$ cat src/rtl/two_to_four_hold_decoder.sv
// Registered 2-to-4 decoder with valid/ready intake: each accepted code is
// driven one-hot on out for HOLD_CYCLES cycles, back-to-back when refilled.
module two_to_four_hold_decoder #(
    parameter int HOLD_CYCLES = 4,
    parameter int CNT_W       = 8
) (
    input  logic             clk,
    input  logic             rst_n,
    input  logic             in_valid,
    output logic             in_ready,
    input  logic             y1,
    input  logic             y2,
    input  logic             in_any,
    output logic [3:0]       out,
    output logic             out_valid,
    output logic             busy,
    output logic [CNT_W-1:0] accept_cnt
);

    typedef enum logic {
        IDLE = 1'b0,
        HOLD = 1'b1
    } state_t;

    localparam logic [CNT_W-1:0] LAST_CNT = CNT_W'(HOLD_CYCLES - 1);

    state_t           state, state_nxt;
    logic [CNT_W-1:0] hold_cnt, hold_cnt_nxt;
    logic [3:0]       out_nxt;
    logic             out_valid_nxt;
    logic [CNT_W-1:0] accept_cnt_nxt;
    logic             hold_last;
    logic             accept;

    // A no-request code decodes to all-zero but is still a valid output.
    function automatic logic [3:0] decode(input logic any, input logic [1:0] code);
        if (!any) begin
            return 4'b0000;
        end
        return 4'b0001 << code;
    endfunction

    assign hold_last = (hold_cnt == LAST_CNT);
    assign in_ready  = (state == IDLE) || hold_last;
    assign accept    = in_valid && in_ready;
    assign busy      = (state == HOLD);

    always_comb begin
        state_nxt      = state;
        hold_cnt_nxt   = hold_cnt;
        out_nxt        = out;
        out_valid_nxt  = out_valid;
        accept_cnt_nxt = accept_cnt;
        case (state)
            IDLE: begin
                if (accept) begin
                    state_nxt      = HOLD;
                    hold_cnt_nxt   = '0;
                    out_nxt        = decode(in_any, {y1, y2});
                    out_valid_nxt  = 1'b1;
                    accept_cnt_nxt = accept_cnt + CNT_W'(1);
                end else begin
                    out_nxt       = 4'b0000;
                    out_valid_nxt = 1'b0;
                end
            end
            HOLD: begin
                if (!hold_last) begin
                    hold_cnt_nxt = hold_cnt + CNT_W'(1);
                end else if (accept) begin
                    // Refill on the final hold cycle so out_valid never drops.
                    hold_cnt_nxt   = '0;
                    out_nxt        = decode(in_any, {y1, y2});
                    out_valid_nxt  = 1'b1;
                    accept_cnt_nxt = accept_cnt + CNT_W'(1);
                end else begin
                    state_nxt     = IDLE;
                    hold_cnt_nxt  = '0;
                    out_nxt       = 4'b0000;
                    out_valid_nxt = 1'b0;
                end
            end
            default: begin
                state_nxt     = IDLE;
                hold_cnt_nxt  = '0;
                out_nxt       = 4'b0000;
                out_valid_nxt = 1'b0;
            end
        endcase
    end

    always_ff @(posedge clk or negedge rst_n) begin
        if (!rst_n) begin
            state      <= IDLE;
            hold_cnt   <= '0;
            out        <= 4'b0000;
            out_valid  <= 1'b0;
            accept_cnt <= '0;
        end else begin
            state      <= state_nxt;
            hold_cnt   <= hold_cnt_nxt;
            out        <= out_nxt;
            out_valid  <= out_valid_nxt;
            accept_cnt <= accept_cnt_nxt;
        end
    end

endmodule
$ cat config.mk
export PLATFORM = sky130hd
export DESIGN_NAME = two_to_four_hold_decoder
export DESIGN_NICKNAME = d
export VERILOG_FILES = /design/src/rtl/two_to_four_hold_decoder.sv
export SDC_FILE = /design/constraint.sdc
export NUM_CORES = 1
export LEC_CHECK = 0
export ABC_AREA = 1
export CAP_MARGIN = 20
export CORE_ASPECT_RATIO = 0.8
export CORE_MARGIN = 2
export CORE_UTILIZATION = 40
export CTS_CLUSTER_SIZE = 28
export DETAILED_ROUTE_END_ITERATION = 8
export PLACE_DENSITY_LB_ADDON = 0.08
export SLEW_MARGIN = 10
export SYNTH_ARGS = -nofsm -noshare
export SYNTH_HDL_FRONTEND = slang
export SYNTH_SLANG_ARGS = --single-unit
$ cat constraint.sdc
create_clock -name clk -period 2 [get_ports clk]
set_input_delay 0.4 -clock clk [delete_from_list [all_inputs] [get_ports clk]]
set_output_delay 0.4 -clock clk [all_outputs]
set_load 0.02 [all_outputs]
==> parameters.txt <==
Parameter                              Value

Place
  Total placed cells including tap cells ... 219
  Buffers added on ports ... 20
  Detailed Place HPWL ... 1.87 mm
  Post-Place Cell Area ... 0.00150 mm²
  GP Congestion ... 0.793

Worst setup path
  Worst stage delay on the critical path ... 670 ps
  Depth of the worst register-to-register path ... 9
  Ordered list of cells on the worst path ... clkdlybuf4s50_1
  Register-to-register setup slack ... 440 ps
  Maximum net fanout on the critical path ... 6
  Worst Path Class, Setup ... flip-flop to output port
  Kind of cell adding the most delay to the critical path ... buffers and inverters
  CP max stage cell ... sky130_fd_sc_hd__clkdlybuf4s50_1
  Data arrival at the endpoint of the critical path ... 1460 ps
  Element type at the critical path end ... output port
  CP bufs+invs ... 1
  Critical path launch point type ... flip-flop
  Cell depth of the worst setup path ... 1
  Worst Path Required ... 1600 ps

Floorplan
  Die height ... 53.9 µm
  Total Die Area ... 0.00357 mm²
  Horizontal extent of the die ... 66.3 µm
  Starting Density ... 0.412
  Core Area ... 0.00302 mm²
  Num ports ... 21
  Row cnt ... 18

Layout
  Diode insertion count for antenna repair ... 0
  End-of-flow core utilization ... 0.510
  Final #Nets ... 192
  Fraction of layout cells with a size suffix above 1 ... 0.104
  Leading cell types in the layout, fill and taps excluded ... 48 x sky130_fd_sc_hd__nand2_1, 25 x sky130_fd_sc_hd__nand3_1, 22 x sky130_fd_sc_hd__dfrtp_1
  Most frequent standard cell in the layout excluding fill and tap cells ... sky130_fd_sc_hd__nand2_1
  Area grow syn2layout ... 23.7%
  Number of standard cells in the final layout excluding fillers ... 222
  Post-route cell area ... 0.00154 mm²

Pwr
  Static Leak ... 0.762 nW
  Power density of the placed cells ... 1240 mW/mm²
  Largest voltage drop on the vdd net ... 691 µV

Clocking
  Clock tree from TritonCTS ... built
  Clock buffers created by TritonCTS ... 3
  Hold buffer count at CTS ... 0
  Quantity of gates resized following cts ... 1
  Worst-skew pair later-pin latency ... 260 ps
  Clock Tree Root ... sky130_fd_sc_hd__clkbuf_8
  Maximum count of clock buffers along a single path ... 2
  H-tree depth ... 1
  Clk sink count ... 22
  Clock transition at the register clock pins on the worst setup and hold paths after CTS ... 80 ps
  Number of setup buffers added after CTS ... 0

Detailed routing
  Vias after detailed routing ... 1054
  Router iterations before antenna repair ... 4
  Number of routed nets with antenna violations ... 0
  Detail-routed net length per standard cell ... 11.5 µm
  Total length of routed wires ... 2.56 mm
  Ratio of routed vias to standard cells ... 4.75
  Number of DRC markers after the initial detailed-route iteration ... 32
  DRC errors left ... 0

Timing
  Final sum of negative setup slack ... 0 ps
  Unrepaired setup endpoints after global routing ... false
  Final Slew Violations ... 0
  Final setup violating endpoints ... 0
  Worst Skew ... 8.33 ps
  Transition time at the pin with the least slew margin ... 326 ps
  Period Utilization, post-route ... 0.932
  Final hold violation count ... 0
  Highest achievable clock rate ... 0.537 GHz
  Final Critical Period ... 1860 ps
  Headroom to the max-slew limit ... 0.783

Synthesis
  Post-Synthesis Cells ... 157
  Post-synthesis cell area ... 0.00124 mm²
  Leading cell types by total area after synthesis ... sky130_fd_sc_hd__dfrtp_1 44%, sky130_fd_sc_hd__nand2_1 14%, sky130_fd_sc_hd__nand3_1 10%
  Area share of the leading cell type in the synthesized netlist ... 0.443
  Post-synthesis cell type with the largest combined area ... sky130_fd_sc_hd__dfrtp_1
  Portion of the post-synthesis area used by sequential elements ... 0.443
  Net count after synthesis ... 165
  Netlist cell types ... 21
  Yosys warnings ... 0
  Number of synthesized register bits ... 22
  Synthesized area divided by synthesized cell count ... 7.92 µm²

Hold path
  Worst hold path type ... input pin to asynchronous set/reset pin

Global routing
  Aggregate global-route resource usage ... 0.173
  Global routing usage on met1 ... 0.240
  Initial antenna violation count ... 0
  Global routing usage on met2 ... 0.278
  Met3 demand-to-capacity share in global routing ... 0.0377
  Total overflow reported by the global router ... 0
  Vias in the first global route ... 1044
  Global-route wire length before repair ... 4.69 mm
  Pin count of the biggest net entering global routing ... 23
  Gr busiest metal ... met2

Flow run
  Count of maximum capacitance violations ... 0

Status
  Result of the run ... finished clean
path summary, 6_finish.rpt:
path                            endpoint         from
max reg2reg                accept_cnt[7]  hold_cnt[0]
min in group clk                  out[3]       out[3]
max in group asynchronous  accept_cnt[2]        rst_n
min                               out[2]        rst_n
min reg2reg                       out[3]       out[3]
max                                 busy         busy
layer usage:
| metal | vias to the layer above | part of all wire | wire, µm |
|---|---|---|---|
| li1 | 552 | - | - |
| met3 | 2 | 0.021 | 54 |
| met2 | 9 | 0.48 | 1220 |
| met1 | 491 | 0.50 | 1280 |
| met5 | - | 0 | 0 |
| met4 | 0 | 0.0039 | 10 |
state kept, by name, indices dropped and copies added (netlist names):
signal and cells:
accept_cnt 8, out 4, hold_cnt 8, busy 1, out_valid 1
cell type report:
cell class | count | area, µm²
clock buffer | 3 | 41.3
multi-input combinational | 110 | 573
tap | 40 | 50.0
inverter | 21 | 78.8
timing repair buffer | 26 | 245
sequential | 22 | 551
fill | 317 | 1480
logic make-up after synthesis:
kind of cell / Yosys count / share of synthesized area
AO/OA/AOI/OAI: 9 / 0.0392
XOR/XNOR: 6 / 0.0423
adder cells (fa/ha/maj): 2 / 0.0201
buffers and inverters: 25 / 0.0966
flip-flops: 22 / 0.443
AND/OR/NAND/NOR: 93 / 0.359
Yosys cell counts:
library cell	instances
sky130_fd_sc_hd__buf_12	1
sky130_fd_sc_hd__buf_2	2
sky130_fd_sc_hd__buf_6	1
sky130_fd_sc_hd__dfrtp_1	22
sky130_fd_sc_hd__ha_1	2
sky130_fd_sc_hd__inv_1	20
sky130_fd_sc_hd__inv_2	1
sky130_fd_sc_hd__nand2_1	48
sky130_fd_sc_hd__nand2_2	1
sky130_fd_sc_hd__nand2_4	1
sky130_fd_sc_hd__nand2_8	1
sky130_fd_sc_hd__nand3_1	25
sky130_fd_sc_hd__nand3_2	4
sky130_fd_sc_hd__nand4_1	2
sky130_fd_sc_hd__nor2_1	5
sky130_fd_sc_hd__nor2_2	2
sky130_fd_sc_hd__nor3_1	4
sky130_fd_sc_hd__o21ai_0	6
sky130_fd_sc_hd__o22ai_1	3
sky130_fd_sc_hd__xnor2_1	3
sky130_fd_sc_hd__xor2_1	3
stage by stage:
stage / hold WS [ps] / setup slack, ps / total power [W]
global placement: 493 / 123 / 0.00165
CTS: 499 / 80.7 / 0.00194
floorplan: 104 / 470 / 0.00134
detailed placement: 494 / 105 / 0.00166
global route: 506 / 14.9 / 0.00209
finish: 493 / 136 / 0.00192
power by group:
part	switching, W	internal (W)	total, W
combinational	0.000497	0.000395	0.000892
sequential	0.000161	0.000591	0.000752
clock	0.000138	0.000134	0.000272
No activity file was read; power rests on OpenSTA's default activity.
